`config.mk`:
```
export PLATFORM = sky130hd
export DESIGN_NAME = rtc_mmio
export DESIGN_NICKNAME = d
export VERILOG_FILES = /design/src/rtl/rtc_mmio.sv
export SDC_FILE = /design/constraint.sdc
export NUM_CORES = 1
export LEC_CHECK = 0
export BUFFER_PORTS_ARGS = -buffer_cell sky130_fd_sc_hd__buf_2
export CORE_ASPECT_RATIO = 0.6
export CORE_MARGIN = 1.5
export CORE_UTILIZATION = 57
export DETAILED_ROUTE_END_ITERATION = 10
export PLACE_DENSITY = 0.83
export SLEW_MARGIN = 20
export SYNTH_ARGS = -nofsm -noshare
export SYNTH_HDL_FRONTEND = slang
export SYNTH_SLANG_ARGS = --single-unit
```
`constraint.sdc`:
```
create_clock -name clk -period 4 [get_ports clk]
set_clock_uncertainty 0.2 [all_clocks]
set_input_delay 0.8 -clock clk [delete_from_list [all_inputs] [get_ports clk]]
set_output_delay 0.8 -clock clk [all_outputs]
set_load 0.05 [all_outputs]
```
`src/rtl/rtc_mmio.sv`:
```
// rtc_mmio: memory-mapped real-time clock with HH:MM:SS time, an alarm with
// interrupt, and a free-running seconds-since-enable uptime counter.
module rtc_mmio #(
    parameter logic [31:0] BASE_ADDR     = 32'h0000_1000,
    parameter int unsigned TICKS_PER_SEC = 50
) (
    input  logic        clk,
    input  logic        reset,
    input  logic        MemWrite,
    input  logic [31:0] ALUResult,
    input  logic [31:0] WriteData,
    output logic [31:0] ReadData,
    output logic        Sel,
    output logic        Irq
);

    localparam logic [23:0] PS_LAST = 24'(TICKS_PER_SEC - 1);

    logic [23:0] ps_q, ps_d;
    logic        en_q, en_d;
    logic        alarm_en_q, alarm_en_d;
    logic        pend_q, pend_d;
    logic [5:0]  ss_q, ss_d, mm_q, mm_d;
    logic [4:0]  hh_q, hh_d;
    logic [5:0]  al_ss_q, al_ss_d, al_mm_q, al_mm_d;
    logic [4:0]  al_hh_q, al_hh_d;
    logic [31:0] uptime_q, uptime_d;

    logic        hit;
    logic        wr_ctrl, wr_time, wr_alarm;
    logic        run, tick, match;
    logic [5:0]  wd_ss, wd_mm, nx_ss, nx_mm;
    logic [4:0]  wd_hh, nx_hh;
    logic        unused_bits;

    // Address decode, write strobes and range-clamped write fields.
    always_comb begin
        hit      = (ALUResult[31:4] == BASE_ADDR[31:4]);
        wr_ctrl  = MemWrite && hit && (ALUResult[3:2] == 2'd0);
        wr_time  = MemWrite && hit && (ALUResult[3:2] == 2'd1);
        wr_alarm = MemWrite && hit && (ALUResult[3:2] == 2'd2);
        wd_ss    = (WriteData[5:0]   > 6'd59) ? '0 : WriteData[5:0];
        wd_mm    = (WriteData[13:8]  > 6'd59) ? '0 : WriteData[13:8];
        wd_hh    = (WriteData[20:16] > 5'd23) ? '0 : WriteData[20:16];
    end

    // Prescaler advance and second tick; an EN 1->0 write freezes counting on its own edge.
    always_comb begin
        run  = en_q && !(wr_ctrl && !WriteData[0]);
        tick = run && (ps_q == PS_LAST);
        ps_d = ps_q;
        if (wr_time)
            ps_d = '0;
        else if (run)
            ps_d = tick ? '0 : ps_q + 24'd1;
    end

    // Time-of-day increment with carries through seconds, minutes and hours.
    always_comb begin
        nx_ss = ss_q;
        nx_mm = mm_q;
        nx_hh = hh_q;
        if (ss_q == 6'd59) begin
            nx_ss = '0;
            if (mm_q == 6'd59) begin
                nx_mm = '0;
                nx_hh = (hh_q == 5'd23) ? '0 : hh_q + 5'd1;
            end else begin
                nx_mm = mm_q + 6'd1;
            end
        end else begin
            nx_ss = ss_q + 6'd1;
        end
    end

    // Register next-state: a TIME write overrides a coincident tick, UPTIME still counts it.
    always_comb begin
        ss_d       = ss_q;
        mm_d       = mm_q;
        hh_d       = hh_q;
        al_ss_d    = al_ss_q;
        al_mm_d    = al_mm_q;
        al_hh_d    = al_hh_q;
        en_d       = en_q;
        alarm_en_d = alarm_en_q;
        uptime_d   = tick ? uptime_q + 32'd1 : uptime_q;
        if (wr_time) begin
            ss_d = wd_ss;
            mm_d = wd_mm;
            hh_d = wd_hh;
        end else if (tick) begin
            ss_d = nx_ss;
            mm_d = nx_mm;
            hh_d = nx_hh;
        end
        if (wr_alarm) begin
            al_ss_d = wd_ss;
            al_mm_d = wd_mm;
            al_hh_d = wd_hh;
        end
        if (wr_ctrl) begin
            en_d       = WriteData[0];
            alarm_en_d = WriteData[1];
        end
        match  = tick && !wr_time && alarm_en_q &&
                 ({nx_hh, nx_mm, nx_ss} == {al_hh_q, al_mm_q, al_ss_q});
        pend_d = pend_q;
        if (match)
            pend_d = 1'b1;
        else if (wr_ctrl && WriteData[2])
            pend_d = 1'b0;
    end

    // State registers with asynchronous clear.
    always_ff @(posedge clk or posedge reset) begin
        if (reset) begin
            ps_q       <= '0;
            en_q       <= 1'b0;
            alarm_en_q <= 1'b0;
            pend_q     <= 1'b0;
            ss_q       <= '0;
            mm_q       <= '0;
            hh_q       <= '0;
            al_ss_q    <= '0;
            al_mm_q    <= '0;
            al_hh_q    <= '0;
            uptime_q   <= '0;
        end else begin
            ps_q       <= ps_d;
            en_q       <= en_d;
            alarm_en_q <= alarm_en_d;
            pend_q     <= pend_d;
            ss_q       <= ss_d;
            mm_q       <= mm_d;
            hh_q       <= hh_d;
            al_ss_q    <= al_ss_d;
            al_mm_q    <= al_mm_d;
            al_hh_q    <= al_hh_d;
            uptime_q   <= uptime_d;
        end
    end

    // Combinational read mux and registered-only interrupt.
    always_comb begin
        ReadData = '0;
        if (hit) begin
            case (ALUResult[3:2])
                2'd0:    ReadData = {29'b0, pend_q, alarm_en_q, en_q};
                2'd1:    ReadData = {11'b0, hh_q, 2'b0, mm_q, 2'b0, ss_q};
                2'd2:    ReadData = {11'b0, al_hh_q, 2'b0, al_mm_q, 2'b0, al_ss_q};
                default: ReadData = uptime_q;
            endcase
        end
        Sel = hit;
        Irq = pend_q & alarm_en_q;
    end

    assign unused_bits = ^{ALUResult[1:0], WriteData[31:21], WriteData[15:14], WriteData[7:6]};

endmodule

```
==> Word-level counts from Yosys, hierarchy flattened <==
Index checks and enable logic that the tools add are counted.
{ "classes": {"n_eq_ne": 8, "n_mux": 22, "n_div": 0, "shift": 0, "n_reduce_logical": 18, "bitwise": 1, "magnitude_cmp": 3, "addsub": 5, "mul": 0} }
{ "op_table": {"columns": ["op", "n"], "rows": [
  ["one-hot mux 32 bit (3 select lines)", 1],
  ["two-way mux 24 bit", 3],
  ["two-way mux 6 bit", 9],
  ["adder 32 x 1 -> 32 bit, second input constant", 1],
  ["two-way mux 32 bit", 1],
  ["two-way mux 5 bit", 6],
  ["equality test 28 x 9 -> 1 bit, second input constant", 1],
  ["adder 24 x 1 -> 24 bit, second input constant", 1],
  ["equality test 24 x 6 -> 1 bit, second input constant", 1],
  ["equality test 17 bit", 1],
  ["adder 6 x 1 -> 6 bit, second input constant", 2],
  ["equality test 6 bit, second input constant", 2],
  ["greater-than comparator 6 bit, second input constant", 2],
  ["logical AND 1 bit", 11],
  ["nonzero test 2 bit", 3],
  ["adder 5 x 1 -> 5 bit, second input constant", 1],
  ["equality test 5 bit, second input constant", 1],
  ["greater-than comparator 5 bit, second input constant", 1],
  ["zero test 1 bit", 3],
  ["equality test 2 x 1 -> 1 bit, second input constant", 1],
  ["equality test 2 bit, second input constant", 1],
  ["zero test 2 bit", 1],
  ["two-way mux 1 bit", 2],
  ["bitwise AND 1 bit", 1]
]} }
{ "totals": {"mem_bits_ro": 0, "inputBits": 67, "elab_cells": 68, "ram_bits": 0, "register_bits": 93, "output_inout_bits": 34, "latchBits": 0, "memories": 0} }

==> Depth between registers and ports, before layout <==
Gate-level depths: netlist of the first run.
{ "logic_depth": {"depth_word": 11, "depth_mapped": 10, "ltp_nobuf": 8} }

==> Least setup slack after synthesis of the first run <==
No wires, ideal clock.
{ "synth_path": {"path_kind": "input port to output port", "from": "in ALUResult[13]", "to": "out ReadData[21]", "required_ps": 3000, "arrival_time_ps": 3230, "slack_ps": -230, "n_path_buf": 2, "path_stages": 8, "cell_sequence": "nor4b_1 nand4_1 or3_1 clkbuf_1 inv_1 and3_1 clkbuf_1 and2_1"} }
{ "synth_via": {"elab_chain_cells": 2} }
{ "synth_rtl": {"columns": ["element", "line", "source"], "rows": [
  ["start: declaration", "10", "input logic [31:0] ALUResult,"],
  ["equality test 28 x 9 -> 1 bit", "38", "hit = (ALUResult[31:4] == BASE_ADDR[31:4]);"],
  ["net Sel", "13", "output logic Sel,"],
  ["two-way mux 32 bit", "146", "if (hit) begin"],
  ["end: declaration", "12", "output logic [31:0] ReadData,"]
]} }
The timed path passes the listed nets, and every way through them passes these cells.

==> Worst setup path after layout of the first run <==
{ "layout_path": {"from": "in ALUResult[6]", "to": "out ReadData[21]"} }
{ "layout_via": {"elab_chain_cells": 2} }
{ "layout_rtl": {"columns": ["element", "line"], "rows": [
  ["equality test 28 x 9 -> 1 bit", "38"],
  ["two-way mux 32 bit", "146"]
]} }
Every way passes these cells.

==> results of run 1 <==
==> through the flow <==
| step | setup slack (ns) | total power, mW |
|---|---|---|
| after global placement | 0.1290 | 1.047 |
| after floorplan | 0.04068 | 1.005 |
| after global routing | 0.008197 | 1.977 |
| after CTS | 0.005994 | 1.933 |
| final | 0.1701 | 1.926 |
| after detailed placement | 0.01021 | 1.051 |
==> cells by family after synthesis <==
kind of cell | Yosys count | share of synthesized area, %
flops | 93 | 37.89
mux | 8 | 1.935
compound gates | 174 | 18.48
buf+inv | 81 | 5.276
simple gates | 317 | 28.21
xor+xnor | 49 | 6.987
fa+ha+maj | 6 | 1.222
==> state kept, by name (all words and copies together) (netlist names) <==
signal,flops
ss_q,6
hh_q,5
al_ss_q,6
pend_q,1
en_q,1
al_hh_q,5
uptime_q,32
ps_q,24
al_mm_q,6
alarm_en_q,1
mm_q,6
==> final cells by class <==
cell class / instances / area (µm²)
fillers: 849 / 3531
multi-input cells: 554 / 3520
flip-flops and latches: 93 / 2327
repair buffers: 100 / 555.5
clock buffers: 9 / 225.2
well taps: 139 / 173.9
inverters: 29 / 110.1
clock inverters: 7 / 80.08
==> worst max-delay path: stages <==
cell and delay, ns:
buf_2 0.09, nor4_1 0.38, nand4_1 0.24, or3_1 0.47, inv_2 0.07, and3_2 0.33, and2_2 0.18, buf_2 0.26
==> power groups by stage <==
stage               Sequential [mW]  Combinational [mW]  Clock (mW)
finish                        0.942              0.0919       0.892
global route                  0.942               0.102       0.933
global placement              0.960              0.0875           0
floorplan                     0.960              0.0449           0
CTS                           0.942              0.0921       0.899
detailed placement            0.960              0.0913           0
==> per-layer routing <==
layer / vias to the layer above / GRT usage, % / routed length (µm) / share of wire, %
met3: 33 / 7.814 / 2049 / 12
li1: 2775 / - / - / -
met1: 2921 / 48.51 / 7556 / 44
met5: - / 0 / 0 / 0
met2: 407 / 44.81 / 7529 / 43
met4: 0 / 6.890 / 206 / 1.2
==> layout by cell type, fill, tap and decap left out, types with 4 or more instances in the layout <==
cell type / instances
nand4b_1: 4
nand4_1: 16
xor2_1: 22
and4_1: 8
o21ai_0: 53
and2_2: 10
or4_1: 10
nor2_1: 50
ha_1: 6
clkbuf_16: 9
a21oi_1: 37
and3_1: 15
a21boi_0: 4
nor3_1: 23
a211oi_1: 7
nand2_1: 59
dfrtp_1: 93
buf_2: 83
o211ai_1: 4
or3_1: 9
nor2b_1: 12
a31oi_1: 7
buf_4: 16
o31ai_1: 4
nand2b_1: 7
xnor2_1: 27
a22oi_1: 17
o2111ai_1: 9
and2_1: 10
nand3_1: 50
mux2i_1: 4
inv_1: 27
nor4_1: 13
==> path summary, 6_finish.rpt <==
check | start | to | slack (ns) | depth (start not counted)
hold reg to reg | uptime_q[31]$_DFFE_PP0P_ | uptime_q[31]$_DFFE_PP0P_ | 0.27 | 1
setup reg to reg | ss_q[3]$_DFFE_PP0P_ | pend_q$_DFFE_PP0P_ | 0.41 | 6
setup / recovery | ALUResult[6] | ReadData[21] | 0.17 | 8
max in group asynchronous | reset | hh_q[3]$_DFFE_PP0P_ | 2.48 | 3
min in group asynchronous | reset | uptime_q[31]$_DFFE_PP0P_ | 0.38 | 2
hold / removal | uptime_q[31]$_DFFE_PP0P_ | uptime_q[31]$_DFFE_PP0P_ | 0.27 | 1
==> flow_summary_export.csv, run 1 <==
group,metric,value,unit
run_status,status,"finished, final reports clean",
clock_network,numCtsBuffers,9,
logic_synthesis,netlist.area_leader.share,37.89,%
global_routing,grt_pass1_vias,5662,
timing,slew_viol_final,0,
timing,holdWs,0.2739,ns
cells_and_area,design_area,0.006992,mm²
clock_network,clk_pin_slew,0.07,ns
logic_synthesis,synth_edf_count,0,
logic_synthesis,yosysTopAreaCell,"dfrtp_1",
timing,tightest_slew,0.8465,ns
clock_network,clk_latency,0.35,ns
clock_network,clockBufferDepth,2,
pwr,clock_power_share,46.3,%
logic_synthesis,ys.flop_type,"dfrtp_1",
logic_synthesis,synthesis.nets,801,
setup_path,cp.required,3.00,ns
floorplanning,core_area,0.01052,mm²
floorplanning,rows,29,
clock_network,htree_levels,3,
floorplanning,die_w,137.0,µm
placed_design,place_area,0.006685,mm²
floorplanning,dieArea,0.01143,mm²
logic_synthesis,ys_types,70,
logic_synthesis,synth-seq-area-share,37.89,%
flow_run,maxCapViolCount,0,
cells_and_area,final_cells,931,
pwr,p_int,1.469,mW
worst_hold_path,hold_class,"flop to flop",
timing,finalHoldViolCount,0,
clock_network,clkSinkCount,93,
logic_synthesis,yosysWarnings,0,
floorplanning,ios,101,
pwr,p_per_area,275.4,mW/mm²
pwr,p_sw_share,23.72,%
timing,setup-violations-final,0,
timing,min_period,3.830,ns
routing,drtIter0Drc,843,
cells_and_area,nets,860,
placed_design,dp_cells,915,
setup_path,crit_fanout,15,
logic_synthesis,async_flop_share,100.0,%
timing,clock.fmax,0.2611,GHz
timing,rsz0062_at_grt,"false",
placed_design,gp_congestion,0.9488,
setup_path,crit_arrival,2.83,ns
placed_design,hpwl,12710,µm
placed_design,port_buffers,83,
routing,routed_wl,17340,µm
pwr,ir_worst_vdd,0.1924,mV
routing,dr.pass1.iters,6,
clock_network,ctsResizeCount,0,
logic_synthesis,synth.area.top_cells,"dfrtp_1 38%, o21ai_0 4.3%, nand3_1 4.1%",
global_routing,grt-ovfl-total,0,
floorplanning,start_util,58.37,%
cells_and_area,diodes,0,
routing,ant_nets,0,
logic_synthesis,synth_most_common_cell,"dfrtp_1",
setup_path,path_class,"primary input to output port",
routing,dr_total_vias,6136,
pwr,combPwrFrac,4.8,%
timing,tns,0,ns
timing,slew_headroom,42.11,%
pwr,sequentialPowerShare,48.9,%
global_routing,grt_pass1_wl,28470,µm
global_routing,grt_usage,31.59,%
routing,drc_errors,0,
global_routing,antenna_found_initial,0,
cells_and_area,fin_util,66.44,%
logic_synthesis,ys_ff_latch,93,
cells_and_area,drive_gt1_share,18.31,%
logic_synthesis,syn_area_per_cell,8.437,µm²
clock_network,cts_root_buffer,"clkbuf_16",
clock_network,cts_hold_buf,0,
routing,wl_per_cell,18.63,µm
pwr,leakage,3.107,nW
logic_synthesis,synthTopCellsByCount,"93 x dfrtp_1, 59 x nand2_1, 53 x o21ai_0",
clock_network,post-cts-setup-buffer-count,0,
routing,via_per_inst,6.591,
cells_and_area,syn_to_final_growth,13.83,%
setup_path,startpoint_type,"primary input",
timing,period_share,95.75,%
floorplanning,die_h,83.41,µm
setup_path,end_kind,"output port",
logic_synthesis,syn_area,0.006142,mm²
pwr,power_switching,0.4567,mW
clock_network,cts_tree,"built",
logic_synthesis,syn_inst,728,
global_routing,grt_max_degree,49,
Power figures use the tool's default switching activity.
==> run 2: changes to the inputs <==
--- a/config.mk
+++ b/config.mk
@@ -5,12 +5,13 @@
 export SDC_FILE = /design/constraint.sdc
 export NUM_CORES = 1
 export LEC_CHECK = 0
+export ABC_AREA = 1
 export BUFFER_PORTS_ARGS = -buffer_cell sky130_fd_sc_hd__buf_2
 export CORE_ASPECT_RATIO = 0.6
 export CORE_MARGIN = 1.5
-export CORE_UTILIZATION = 57
+export CORE_UTILIZATION = 59
 export DETAILED_ROUTE_END_ITERATION = 10
-export PLACE_DENSITY = 0.83
+export PLACE_DENSITY = 0.84
 export SLEW_MARGIN = 20
 export SYNTH_ARGS = -nofsm -noshare
 export SYNTH_HDL_FRONTEND = slang
==> run 2 against run 1 <==
Effect of this change:
- via count is 21% higher
- clock power increased by 0.6%
- first-iteration DRC count rose by 24%
- combinational power rose by 18%
- final area up 11%
- power is 0.95% higher
- non-clock buffer count down 8
- global-route usage is 5.4 points higher
- synthesized cell count is 46% higher
- fmax is 13% higher
- critical path type unchanged
- largest cell class unchanged
- largest power group unchanged
==> flow_summary_export.csv, run 2 <==
group,metric,value,unit
run_status,status,"finished, final reports clean",
clock_network,clkSinkCount,93,
setup_path,path_delay_family,"buffers and inverters",
logic_synthesis,synth_edf_count,0,
logic_synthesis,yosysWarnings,0,
global_routing,grt_pass1_wl,34710,µm
flow_run,maxCapViolCount,0,
logic_synthesis,yosysTopAreaCell,"dfrtp_1",
clock_network,cts_hold_buf,0,
cells_and_area,diodes,0,
setup_path,critical_path_buf_inv_count,4,
logic_synthesis,syn_area,0.006922,mm²
pwr,combPwrFrac,5.5,%
timing,slew_viol_final,0,
setup_path,path_depth,10,
timing,clock.fmax,0.2940,GHz
logic_synthesis,synthMuxAreaShare,0,%
clock_network,clk_pin_slew,0.07,ns
setup_path,cp_slowest_cell,"buf_2",
pwr,leakage,3.760,nW
pwr,p_sw_share,23.83,%
global_routing,grt-ovfl-total,0,
cells_and_area,nets,1206,
floorplanning,start_util,60.86,%
cells_and_area,design_area,0.007744,mm²
timing,slew_headroom,41.74,%
placed_design,hpwl,16580,µm
routing,drtIter0Drc,1046,
clock_network,ctsResizeCount,0,
routing,drc_errors,0,
setup_path,crit_arrival,2.40,ns
global_routing,grt_usage,36.97,%
worst_hold_path,hold_class,"primary input to async pin",
routing,wl_per_cell,16.69,µm
routing,routed_wl,21660,µm
floorplanning,dieArea,0.01241,mm²
timing,tightest_slew,0.8659,ns
placed_design,place_area,0.007435,mm²
timing,rsz0062_at_grt,"false",
global_routing,grt_max_degree,47,
setup_path,reg2regPathDepth,13,
pwr,p_per_area,251.0,mW/mm²
logic_synthesis,ys_ff_latch,93,
cells_and_area,drive_gt1_share,13.01,%
floorplanning,rows,30,
routing,dr_total_vias,7440,
setup_path,path_cells,"buf_2 -> nor2_1 -> nand2_1 -> nor2_1 -> nand2_1 -> nor2_4 -> inv_1 -> buf_4 -> a221oi_1 -> buf_2",
pwr,p_int,1.481,mW
pwr,total_power,1.944,mW
pwr,power_switching,0.4633,mW
floorplanning,die_h,86.90,µm
logic_synthesis,synthTopCellsByCount,"320 x nand2_1, 132 x inv_1, 110 x nor2_1",
timing,min_period,3.402,ns
logic_synthesis,syn_inst,1060,
logic_synthesis,synthesis.nets,1133,
clock_network,clk_latency,0.35,ns
clock_network,cts_root_buffer,"clkbuf_16",
setup_path,startpoint_type,"primary input",
cells_and_area,syn_to_final_growth,11.88,%
logic_synthesis,synthAdderAreaFrac,1.085,%
floorplanning,die_w,142.8,µm
clock_network,htree_levels,3,
clock_network,clockBufferDepth,2,
clock_network,numCtsBuffers,9,
logic_synthesis,synthSimpleGateAreaFrac,40.60,%
logic_synthesis,syn_area_per_cell,6.530,µm²
routing,via_per_inst,5.732,
routing,dr.pass1.iters,8,
clock_network,post-cts-setup-buffer-count,0,
logic_synthesis,synth_most_common_cell,"nand2_1",
timing,tns,0,ns
logic_synthesis,netlist.area_leader.share,33.62,%
cells_and_area,fillers,1033,
global_routing,grt_pass1_vias,6697,
floorplanning,ios,101,
logic_synthesis,ys_types,40,
logic_synthesis,ys.flop_type,"dfrtp_1",
setup_path,crit_fanout,28,
logic_synthesis,synth.area.top_cells,"dfrtp_1 34%, nand2_1 17%, inv_1 7.2%",
cells_and_area,final_cells,1298,
logic_synthesis,synth-xor-area-share,4.555,%
pwr,clock_power_share,46.1,%
cells_and_area,largest_register,"uptime_q",
logic_synthesis,synth_top_family_by_area,"simple AND/OR/NAND/NOR gates",
routing,ant_nets,0,
floorplanning,core_area,0.01137,mm²
placed_design,gp_congestion,1.083,
timing,period_share,85.04,%
setup_path,end_kind,"output port",
cells_and_area,largest_register_ffs,32,
timing,setup-violations-final,0,
cells_and_area,final_cell_mix,"320 x nand2_1, 131 x inv_1, 110 x nor2_1",
cells_and_area,reg.largest.list,"uptime_q (32), ps_q (24)",
setup_path,cp.required,3.00,ns
logic_synthesis,synth-seq-area-share,33.62,%
global_routing,antenna_found_initial,0,
cells_and_area,fin_util,68.09,%
pwr,sequentialPowerShare,48.3,%
timing,finalHoldViolCount,0,
setup_path,critPathMaxStageDelay,0.32,ns
placed_design,port_buffers,83,
cells_and_area,final_common_cell,"nand2_1",
placed_design,dp_cells,1282,
setup_path,path_class,"primary input to output port",
pwr,ir_worst_vdd,0.1954,mV
clock_network,cts_tree,"built",
logic_synthesis,async_flop_share,100.0,%
logic_synthesis,synth_compound_area_share,10.09,%
## run 2: cell count changes after synthesis, sizes merged, moves of 16 or more
cell | before | now
nor3 | 24 | 48
nand3 | 51 | 86
nand2 | 59 | 332
and3 | 16 | 0
o21ai | 56 | 93
xnor2 | 27 | 4
clkbuf | 41 | 12
nand4 | 16 | 33
nor2 | 51 | 116
a21oi | 37 | 3
a22oi | 17 | 0
and2 | 20 | 2
inv | 29 | 138
## run 2: logic make-up after synthesis
| logic type | count (synthesis) |
|---|---|
| simple gates | 635 |
| buf+inv | 168 |
| compound gates | 122 |
| flops | 93 |
| fa+ha+maj | 6 |
| xor+xnor | 36 |
## run 2: worst register-to-register path: stages, from the launching register on
cell     delay, ns
dfrtp_1       0.42
ha_1          0.29
inv_1         0.06
nor2_1        0.09
nand2_1       0.31
nor2_1        0.43
nand2_1       0.13
nand2_1       0.11
nor2_1        0.05
nor2_1        0.16
nand3_1       0.15
nor2_1        0.12
nand3_1       0.15
nand2_1       0.10
## run 2: path summary, 6_finish.rpt
kind                                     startpoint  slack [ns]                       end
setup / recovery                      ALUResult[11]        0.60               ReadData[0]
hold / removal                                reset        0.32   uptime_q[5]$_DFFE_PP0P_
setup reg to reg                ss_q[1]$_DFFE_PP0P_        1.16        pend_q$_DFFE_PP0P_
hold reg to reg            uptime_q[15]$_DFFE_PP0P_        0.33  uptime_q[15]$_DFFE_PP0P_
max in group asynchronous                     reset        2.51    al_ss_q[0]$_DFFE_PP0P_
min in group clk           uptime_q[15]$_DFFE_PP0P_        0.33  uptime_q[15]$_DFFE_PP0P_
## run 2: area by class of cell
class	count	area (µm²)	share of cell area (%)
Multi-Input combinational cell	799	3899	50.35
Sequential cell	93	2327	30.05
Inverter	138	525.5	6.786
Timing Repair Buffer	92	483.0	6.237
Clock buffer	10	239.0	3.086
Tap cell	160	200.2	2.585
Clock inverter	6	70.07	0.9048
## run 2: power by group through the flow
stage	registers (mW)	logic [mW]	clock network [mW]
floorplan	0.958	0.0523	0
global route	0.939	0.121	0.937
global placement	0.958	0.105	0
CTS	0.940	0.107	0.901
detailed placement	0.958	0.106	0
finish	0.940	0.108	0.897
## run 2: metrics by stage
step	hold WS [ns]	setup WS [ns]
after floorplan	0.2736	0.1084
after global placement	0.3044	0.5971
after detailed placement	0.3091	0.6193
after CTS	0.3275	0.6240
after global routing	0.3705	0.5174
final	0.3204	0.5984
## run 2: per-layer routing
| layer | part of all wire (%) | vias up | track usage [%] |
|---|---|---|---|
| met1 | 47 | 3314 | 58.33 |
| met2 | 35 | 510 | 45.85 |
| met3 | 17 | 32 | 15.23 |
| met4 | 1.2 | 0 | 7.029 |
| li1 | - | 3584 | - |
| met5 | 0 | - | 0 |
==> run 3: changes to the inputs <==
==> constraint.sdc (replaced) <==
create_clock -name clk -period 4 [get_ports clk]
set_clock_uncertainty 0.2 [all_clocks]
set_input_delay 0.8 -clock clk [delete_from_list [all_inputs] [get_ports clk]]
set_output_delay 0.8 -clock clk [all_outputs]
set_load 0.1 [all_outputs]
==> run 3 against run 2 <==
Effect of this change:
- first-iteration DRC count fell by 4.3%
- clock power fell by 7.2%
- flip-flop and latch count did not move
- via count rose by 2.9%
- cell count barely moved
- register-to-register slack improved by 0.03 ns
- routed wire length rose by 5.1%
- worst setup slack got worse by 0.021 ns
- utilization rose by 4.6 points
- critical path depth did not move
- critical path type unchanged
==> flow_summary_export.csv, run 3 (synthesized netlist as in run 2, its figures left out) <==
group,metric,value,unit
run_status,status,"finished, final reports clean",
global_routing,grt_max_degree,59,
setup_path,crit_arrival,2.42,ns
placed_design,dpl_worst_slack,0.5901,ns
setup_path,reg2regPathDepth,13,
routing,wl_per_cell,17.52,µm
setup_path,cp.required,3.00,ns
worst_hold_path,hold_class,"flop to flop",
timing,period_share,85.57,%
clock_network,htree_levels,3,
pwr,p_per_area,228.6,mW/mm²
clock_network,cts_tree,"built",
clock_network,clkSinkCount,93,
global_routing,antenna_found_initial,0,
global_routing,grt_pass1_vias,6804,
setup_path,startpoint_type,"primary input",
timing,setup-violations-final,0,
clock_network,numCtsBuffers,9,
timing,finalHoldViolCount,0,
clock_network,cts_root_buffer,"clkbuf_16",
clock_network,clk_latency,0.36,ns
setup_path,path_cells,"buf_2 -> nor2_1 -> nand2_1 -> nor2_1 -> nand2_1 -> nor2_4 -> inv_2 -> buf_12 -> nor3_4 -> buf_2",
clock_network,clk_pin_slew,0.07,ns
timing,post-route-worst-setup-slack,0.5772,ns
floorplanning,ios,101,
worst_hold_path,whs_path_depth,2,
pwr,ir_worst_vdd,0.2290,mV
global_routing,grt_usage,38.41,%
floorplanning,die_w,142.8,µm
clock_network,ctsResizeCount,0,
global_routing,grt_pass1_wl,35900,µm
timing,rsz0062_at_grt,"false",
cells_and_area,final_cell_mix,"319 x nand2_1, 130 x inv_1, 109 x nor2_1",
cells_and_area,syn_to_final_growth,19.43,%
timing,slew_headroom,48.62,%
pwr,leakage,3.851,nW
setup_path,end_kind,"output port",
timing,min_period,3.423,ns
placed_design,hpwl,17460,µm
floorplanning,rows,30,
cells_and_area,fillers,945,
placed_design,gp_congestion,1.047,
timing,clock.fmax,0.2922,GHz
cells_and_area,largest_register,"uptime_q",
flow_run,maxCapViolCount,0,
setup_path,path_class,"primary input to output port",
routing,routed_wl,22750,µm
floorplanning,die_h,86.90,µm
floorplanning,dieArea,0.01241,mm²
clock_network,clockBufferDepth,2,
routing,via_per_inst,5.893,
timing,slew_viol_final,0,
setup_path,crit_fanout,32,
clock_network,cts_hold_buf,0,
cells_and_area,largest_register_ffs,32,
pwr,total_power,1.890,mW
cells_and_area,drive_gt1_share,15.54,%
routing,dr.pass1.iters,8,
floorplanning,core_area,0.01137,mm²
cells_and_area,diodes,0,
global_routing,grt-ovfl-total,0,
cells_and_area,nets,1207,
routing,drc_errors,0,
floorplanning,start_util,60.86,%
cells_and_area,fin_util,72.68,%
placed_design,port_buffers,83,
timing,tightest_slew,0.7708,ns
cells_and_area,final_common_cell,"nand2_1",
clock_network,post-cts-setup-buffer-count,0,
routing,ant_nets,0,
routing,drtIter0Drc,1001,
routing,dr_total_vias,7655,
setup_path,cp_slowest_cell,"buf_2",
cells_and_area,reg.largest.list,"uptime_q (32), ps_q (24)",
setup_path,critPathMaxStageDelay,0.44,ns
run 3: path summary, 6_finish.rpt:
path / start / end / slack (ns)
worst max-delay path: ALUResult[27] / ReadData[27] / 0.58
worst min-delay path: uptime_q[15]$_DFFE_PP0P_ / uptime_q[15]$_DFFE_PP0P_ / 0.36
worst max register to register: ss_q[1]$_DFFE_PP0P_ / pend_q$_DFFE_PP0P_ / 1.19
worst min register to register: uptime_q[15]$_DFFE_PP0P_ / uptime_q[15]$_DFFE_PP0P_ / 0.36
max in group asynchronous: reset / ss_q[5]$_DFFE_PP0P_ / 2.47
min in group asynchronous: reset / ps_q[21]$_DFFE_PP0P_ / 0.37
run 3: per-layer routing:
layer | track usage, % | vias to the layer above | share of wire [%] | routed length (µm)
li1 | - | 3584 | - | -
met1 | 59.38 | 3509 | 45 | 10170
met2 | 48.50 | 526 | 37 | 8353
met3 | 15.94 | 36 | 17 | 3929
met4 | 8.903 | 0 | 1.3 | 297
met5 | 0 | - | 0 | 0
run 3: critical path: cells and delay by family:
family | cells | cell delay, ns
simple gates | 6 | 0.76
buf+inv | 4 | 0.82
run 3: cell type report:
cell class / count / area, µm² / area share (%)
multi-input combinational: 799 / 4192 / 50.70
sequential: 93 / 2327 / 28.15
timing repair buffer: 93 / 743.2 / 8.990
inverter: 138 / 525.5 / 6.357
clock buffer: 12 / 246.5 / 2.982
tap: 160 / 200.2 / 2.422
clock inverter: 4 / 32.53 / 0.3935
run 3: per-stage QoR:
step | instance area (µm²) | setup TNS (ns) | instances | hold slack (ns)
floorplan | 7219 | -3.146 | 1060 | 0.2736
finish | 8267 | 0 | 1299 | 0.3633
global placement | 7988 | 0 | 1283 | 0.3007
CTS | 8267 | 0 | 1299 | 0.3569
detailed placement | 7988 | 0 | 1283 | 0.3425
global route | 8267 | 0 | 1299 | 0.3787
run 3: power by group:
part	internal (mW)	leakage, nW	switching [mW]	total, mW
Sequential	0.940	0.976	0.000000182	0.940
Clock	0.443	0.129	0.389	0.832
Combinational	0.0353	2.75	0.0829	0.118
Total	1.42	3.85	0.472	1.89
